==> src/rtl/netdma_mm2st_burst_adapter.sv <==
// netdma_mm2st_burst_adapter
//   Turns a byte-length read command into Avalon-MM burst reads and replays
//   the returned words as an Avalon-ST packet (sop/eop/empty generated here).
//   Requests are credit-gated against free FIFO space, so every word that has
//   been requested already has a FIFO slot reserved and the FIFO cannot
//   overflow.
// Ports
//   clk_i, rst_i               clock, synchronous active-high reset
//   cmd_*                      command: start byte address, byte length
//   abort_i                    abort current transfer (ignored in IDLE)
//   mm_*                       Avalon-MM burst read master
//   src_*                      Avalon-ST source, zero ready latency
//   busy_o, done_o, aborted_o  status; done/aborted are one-cycle pulses
module netdma_mm2st_burst_adapter #(
  parameter int DATA_WIDTH           = 64,
  parameter int FIFO_DEPTH           = 64,
  parameter int MAX_BURST            = 8,
  parameter int LEN_WIDTH            = 16,
  parameter int WORD_ADDRESSING      = 1,
  parameter int BYTES_REORDER_ENABLE = 0,
  localparam int NUM_BYTES = DATA_WIDTH / 8,
  localparam int EW        = $clog2(NUM_BYTES),
  localparam int BCW       = $clog2(MAX_BURST) + 1
) (
  input  logic                  clk_i,
  input  logic                  rst_i,
  input  logic                  cmd_valid_i,
  output logic                  cmd_ready_o,
  input  logic [31:0]           cmd_address_i,
  input  logic [LEN_WIDTH-1:0]  cmd_length_i,
  input  logic                  abort_i,
  output logic [31:0]           mm_address_o,
  output logic                  mm_read_o,
  output logic [BCW-1:0]        mm_burstcount_o,
  input  logic                  mm_waitrequest_i,
  input  logic [DATA_WIDTH-1:0] mm_readdata_i,
  input  logic                  mm_readdatavalid_i,
  output logic [DATA_WIDTH-1:0] src_data_o,
  output logic                  src_valid_o,
  input  logic                  src_ready_i,
  output logic                  src_sop_o,
  output logic                  src_eop_o,
  output logic [EW-1:0]         src_empty_o,
  output logic                  busy_o,
  output logic                  done_o,
  output logic                  aborted_o
);
  localparam int CW = $clog2(FIFO_DEPTH) + 1;  // holds 0..FIFO_DEPTH
  localparam int AW = $clog2(FIFO_DEPTH);

  typedef enum logic [1:0] {S_IDLE, S_REQ, S_WAIT, S_FLUSH} state_t;

  typedef struct packed {
    logic [DATA_WIDTH-1:0] data;
    logic                  sop;
    logic                  eop;
    logic [EW-1:0]         empty;
  } beat_t;

  state_t               state, state_nx;
  logic [31:0]          addr;
  logic [LEN_WIDTH-1:0] words_left, total_words, rx_cnt;
  logic [EW-1:0]        last_empty;
  logic [CW-1:0]        outstanding, fifo_used;
  logic [AW-1:0]        wr_ptr, rd_ptr;
  beat_t                mem [FIFO_DEPTH];
  beat_t                wr_beat, head;
  logic [BCW-1:0]       bc;
  logic [CW:0]          credit;
  logic [LEN_WIDTH:0]   len_rnd;
  logic [EW-1:0]        len_lo;
  logic                 cmd_acc, req_acc, fifo_wr, fifo_rd, rdv_dec;

  assign len_rnd = {1'b0, cmd_length_i} + (LEN_WIDTH+1)'(NUM_BYTES - 1);
  assign len_lo  = cmd_length_i[EW-1:0];

  assign bc = (words_left > LEN_WIDTH'(MAX_BURST)) ? BCW'(MAX_BURST) : BCW'(words_left);
  // Slots already claimed = buffered words + words requested but not returned.
  assign credit = (CW+1)'(FIFO_DEPTH) - {1'b0, fifo_used} - {1'b0, outstanding};

  assign cmd_ready_o     = (state == S_IDLE);
  assign busy_o          = (state != S_IDLE);
  assign cmd_acc         = cmd_valid_i & cmd_ready_o;
  // Credit never shrinks while a request waits (a returned beat moves one
  // word from outstanding to fifo_used), so address/burstcount hold stable.
  assign mm_read_o       = (state == S_REQ) && (credit >= (CW+1)'(bc));
  assign mm_burstcount_o = bc;
  assign mm_address_o    = (WORD_ADDRESSING != 0) ? (addr >> EW) : addr;
  assign req_acc         = mm_read_o & ~mm_waitrequest_i;
  assign rdv_dec         = mm_readdatavalid_i & (outstanding != '0);
  // Beats returning during FLUSH are dropped on the floor.
  assign fifo_wr         = mm_readdatavalid_i & ((state == S_REQ) | (state == S_WAIT));

  assign head        = mem[rd_ptr];
  assign src_valid_o = (fifo_used != '0) && (state != S_FLUSH);
  assign fifo_rd     = src_valid_o & src_ready_i;
  assign src_sop_o   = src_valid_o & head.sop;
  assign src_eop_o   = src_valid_o & head.eop;
  assign src_empty_o = src_valid_o ? head.empty : '0;

  for (genvar b = 0; b < NUM_BYTES; b++) begin : g_byte
    if (BYTES_REORDER_ENABLE != 0) begin : g_rev
      assign src_data_o[b*8 +: 8] = src_valid_o ? head.data[(NUM_BYTES-1-b)*8 +: 8] : 8'h00;
    end else begin : g_fwd
      assign src_data_o[b*8 +: 8] = src_valid_o ? head.data[b*8 +: 8] : 8'h00;
    end
  end

  always_comb begin
    wr_beat.data  = mm_readdata_i;
    wr_beat.sop   = (rx_cnt == '0);
    wr_beat.eop   = ((rx_cnt + LEN_WIDTH'(1)) == total_words);
    wr_beat.empty = wr_beat.eop ? last_empty : '0;
  end

  always_comb begin
    state_nx  = state;
    done_o    = 1'b0;
    aborted_o = 1'b0;
    case (state)
      S_IDLE:  if (cmd_valid_i) state_nx = S_REQ;
      S_REQ: begin
        if (abort_i)                                        state_nx = S_FLUSH;
        else if (req_acc && (words_left == LEN_WIDTH'(bc))) state_nx = S_WAIT;
      end
      S_WAIT: begin
        // eop pop beats a coincident abort
        if (fifo_rd && head.eop) begin
          done_o   = 1'b1;
          state_nx = S_IDLE;
        end else if (abort_i) begin
          state_nx = S_FLUSH;
        end
      end
      S_FLUSH: begin
        if (outstanding == '0) begin
          aborted_o = 1'b1;
          state_nx  = S_IDLE;
        end
      end
      default: state_nx = S_IDLE;
    endcase
  end

  always_ff @(posedge clk_i) begin
    if (rst_i) begin
      state       <= S_IDLE;
      addr        <= '0;
      words_left  <= '0;
      total_words <= '0;
      last_empty  <= '0;
      rx_cnt      <= '0;
      outstanding <= '0;
      fifo_used   <= '0;
      wr_ptr      <= '0;
      rd_ptr      <= '0;
    end else begin
      state       <= state_nx;
      outstanding <= outstanding + (req_acc ? CW'(bc) : CW'(0)) - (rdv_dec ? CW'(1) : CW'(0));
      if (cmd_acc) begin
        addr        <= cmd_address_i & ~32'(NUM_BYTES - 1);
        words_left  <= LEN_WIDTH'(len_rnd >> EW);
        total_words <= LEN_WIDTH'(len_rnd >> EW);
        last_empty  <= EW'(0) - len_lo;
        rx_cnt      <= '0;
      end else begin
        if (req_acc) begin
          addr       <= addr + (32'(bc) << EW);
          words_left <= words_left - LEN_WIDTH'(bc);
        end
        if (fifo_wr) rx_cnt <= rx_cnt + LEN_WIDTH'(1);
      end
      if (state == S_FLUSH) begin
        wr_ptr    <= '0;
        rd_ptr    <= '0;
        fifo_used <= '0;
      end else begin
        if (fifo_wr) wr_ptr <= wr_ptr + AW'(1);
        if (fifo_rd) rd_ptr <= rd_ptr + AW'(1);
        fifo_used <= fifo_used + (fifo_wr ? CW'(1) : CW'(0)) - (fifo_rd ? CW'(1) : CW'(0));
      end
    end
  end

  always_ff @(posedge clk_i) begin
    if (fifo_wr) mem[wr_ptr] <= wr_beat;
  end

  always_ff @(posedge clk_i) begin
    if (!rst_i && fifo_wr) assert (fifo_used != CW'(FIFO_DEPTH));
  end
endmodule

==> config.mk <==
export PLATFORM = sky130hd
export DESIGN_NAME = netdma_mm2st_burst_adapter
export DESIGN_NICKNAME = d
export VERILOG_FILES = /design/src/rtl/netdma_mm2st_burst_adapter.sv
export SDC_FILE = /design/constraint.sdc
export NUM_CORES = 2
export LEC_CHECK = 0
export CAP_MARGIN = 20
export CORE_AREA = 2 2 839 841
export DETAILED_ROUTE_END_ITERATION = 7
export DIE_AREA = 0 0 841 843
export PLACE_DENSITY_LB_ADDON = 0.3
export SLEW_MARGIN = 10
export SYNTH_ARGS = -nofsm -noshare
export SYNTH_HDL_FRONTEND = slang
export SYNTH_MEMORY_MAX_BITS = 65536
export SYNTH_SLANG_ARGS = --single-unit
==> constraint.sdc <==
create_clock -name clk_i -period 11.9 [get_ports clk_i]
set_input_delay 1.785 -clock clk_i [delete_from_list [all_inputs] [get_ports clk_i]]
set_output_delay 1.785 -clock clk_i [all_outputs]
set_load 0.01 [all_outputs]
==> run summary <==
RSZ-0062 raised after global routing - no
final hold vios - 0
CP Launch Type - flop
WHS Path Cells - 2
H-tree Lvls - 5
mean post-synth cell area - 24.1 um2
Post-Syn Instances - 7241
DR DRC count - 0
GRT Total Usage - 14.0%
WL/cell - 29.1 um
Synth Cell Area - 0.174 mm2
Die X-Extent - 841 um
Initial Util - 24.9%
Design Area, Final - 0.204 mm2
CTS Sinks - 4528
max_cap viols - 0
slew at the pin closest to its max-slew limit - 1.34 ns
FF-to-FF End - outstanding[6]
Post-synth EDFFs - 4416
setup TNS - 0 ns
final WL - 510000 um
min cycle time layout - 7.87 ns
worst setup path category - reg -> out
Clock Path Buffers - 4
CP dominant cell by count - mux4_2
period utilisation layout - 66.2%
cell chain of the critical path - buf_4 -> buf_4 -> mux4_2 -> mux4_2 -> mux4_2 -> and2_1 -> clkdlybuf4s50_1
fraction of registers with async set/reset - 0%
RR Startpoint - words_left[4]
FP Rows - 308
die height - 843 um
CTS root buf - clkbuf_16
first-pass GRT wire length - 697000 um
layout net count - 7950
cts hold-fix bufs - 0
total iterations of the first detailed-routing run - 5
Synthesis Warnings - 0
die area - 0.709 mm2
area of the core - 0.701 mm2
Placed Area - 0.189 mm2
Crit. End Element - primary output
run status - finished, final reports clean
grt total ovfl - 0
I/O Pins - 230
min-delay worst type - reg -> reg
drt initial violations - 9434
CTS tree - yes
most frequent cells in the layout - 4416 x edfxtp_1, 1435 x mux4_2, 451 x clkbuf_16, 186 x buf_4, 158 x clkdlybuf4s50_1
Pleak - 59.9 nW
Final setup viols - 0
CTS Buf Count - 449
fmax - 127 MHz
sequential fraction of the synthesis area - 77.3%
maximum vdd drop - 0.175 mV
Worst path slowest cell - buf_4
HPWL after detailed placement - 264000 um
top_reg_cell synth - edfxtp_1
initial antenna violation count - 79
vias in the first global route - 83500
Worst Clk Skew - 0.117 ns
FF-to-FF path depth - 22
crit path capture - src_data_o[35]
synth unique cells - 67
critical path fanouts, max - 58
WP data arrival - 6.09 ns
Layout fillers - 67740
Slew Viols, Final - 0
Vias - 81669
Pwr per Cell Area - 195 mW/mm2
Slew HR - 10.5%
total setup buffers inserted after CTS - 0
layout cell share with drive strength beyond 1 - 29.7%
reg-to-reg slack, setup - 5.91 ns
Req. time, crit path - 10.12 ns
most common cell after layout, fill and taps aside - edfxtp_1
Total Power - 0.0396 W
Synth Register Bits - 4528
vias per inst - 4.67
Port Buffers - 223
largest net degree at the start of global routing - 153
worst-skew pair later-pin latency - 1.05 ns
Worst Hold Margin - 0.458 ns
RD Place Congestion - 0.762
clk slew on worst S/H paths - 0.06 ns
area grow syn2layout - 16.7%
Post-CTS Resized - 0
CP max stage delay - 0.89 ns
ANT nets after route - 0
==> Yosys cell counts, types with 11 or more instances <==
library cell | number | area (um2)
a211oi_1 | 28 | 210
a21o_1 | 16 | 120
a21oi_1 | 46 | 230
and2_1 | 74 | 463
buf_1 | 42 | 158
buf_2 | 92 | 460
buf_4 | 13 | 97.6
clkbuf_1 | 222 | 833
dfxtp_1 | 112 | 2240
edfxtp_1 | 4416 | 133000
ha_1 | 52 | 651
inv_1 | 67 | 251
mux2i_1 | 19 | 190
mux4_2 | 1435 | 32300
nand2_1 | 75 | 282
nand2b_1 | 13 | 81.3
nand3_1 | 23 | 115
nor2_1 | 168 | 631
nor2b_1 | 14 | 87.6
nor3_1 | 34 | 170
nor4_1 | 11 | 68.8
o21ai_0 | 26 | 130
or3_1 | 21 | 131
xnor2_1 | 56 | 490
xor2_1 | 36 | 315
==> report_power, final <==
| part | switching [W] | internal (W) |
|---|---|---|
| Combinational | 0.00396 | 0.00394 |
| Clock | 0.00613 | 0.00770 |
| Sequential | 0.000173 | 0.0177 |
| Total | 0.0103 | 0.0293 |
==> routing by layer <==
layer | GRT usage, % | vias up | part of all wire [%]
li1 | - | 32268 | -
met1 | 18.1 | 45766 | 40
met2 | 24.5 | 2868 | 51
met3 | 2.05 | 741 | 6.0
met4 | 3.43 | 26 | 2.6
met5 | 0 | - | 0.032
==> worst max-delay path: cells and delay by family, from the launching register on <==
| kind | cells | cell delay (ns) |
|---|---|---|
| multiplexers | 3 | 1.52 |
| buffers and inverters | 3 | 2.23 |
| flip-flops | 1 | 0.86 |
| AND/OR/NAND/NOR | 1 | 0.21 |
==> metrics by stage <==
stage | cells | setup slack [ns] | util [%]
2_1_floorplan | 7243 | 6.06 | -
3_3_place_gp | 16600 | 4.22 | 26.9
3_5_place_dp | 16602 | 4.22 | 27.0
4_1_cts | 17423 | 3.83 | 29.0
5_1_grt | 17481 | 3.75 | 29.1
6_report | 17498 | 4.03 | 29.1
==> cells by family after synthesis <==
group                    share of synthesized area, %
buffers and inverters                            1.08
XOR/XNOR                                        0.462
AO/OA/AOI/OAI                                   0.651
other                                         0.00430
multiplexers                                     18.7
AND/OR/NAND/NOR                                  1.42
flip-flops                                       77.3
adder cells (fa/ha/maj)                         0.419
==> how the worst min path moves through the flow <==
stage	start	endpoint	slack (ns)
floorplan	words_left[15]	words_left[15]	0.42
global placement	words_left[15]	words_left[15]	0.46
detailed placement	words_left[15]	words_left[15]	0.44
CTS	words_left[15]	words_left[15]	0.45
global route	words_left[15]	words_left[15]	0.47
finish	last_empty[1]	last_empty[1]	0.46
==> area by class of cell <==
class                      count  area, um2  share of cell area (%)
multi-input combinational   2271      38200                    18.8
timing repair buffer         458       4290                    2.11
sequential                  4528     135000                    66.3
antenna                       53        133                  0.0651
clock buffer                 570      11800                    5.77
clock inverter               251       2410                    1.18
tap                         9300      11600                    5.72
inverter                      67        262                   0.128
==> flip-flops by register name (all words and copies together), names as in the netlist, named ones only <==
signal and count:
addr 29, fifo_used 7, words_left 16, rd_ptr 6, mem 4416, wr_ptr 6
total_words 14, last_empty 3, state 2, outstanding 7, rx_cnt 16
Note: power is estimated with default switching activity, not from simulation.
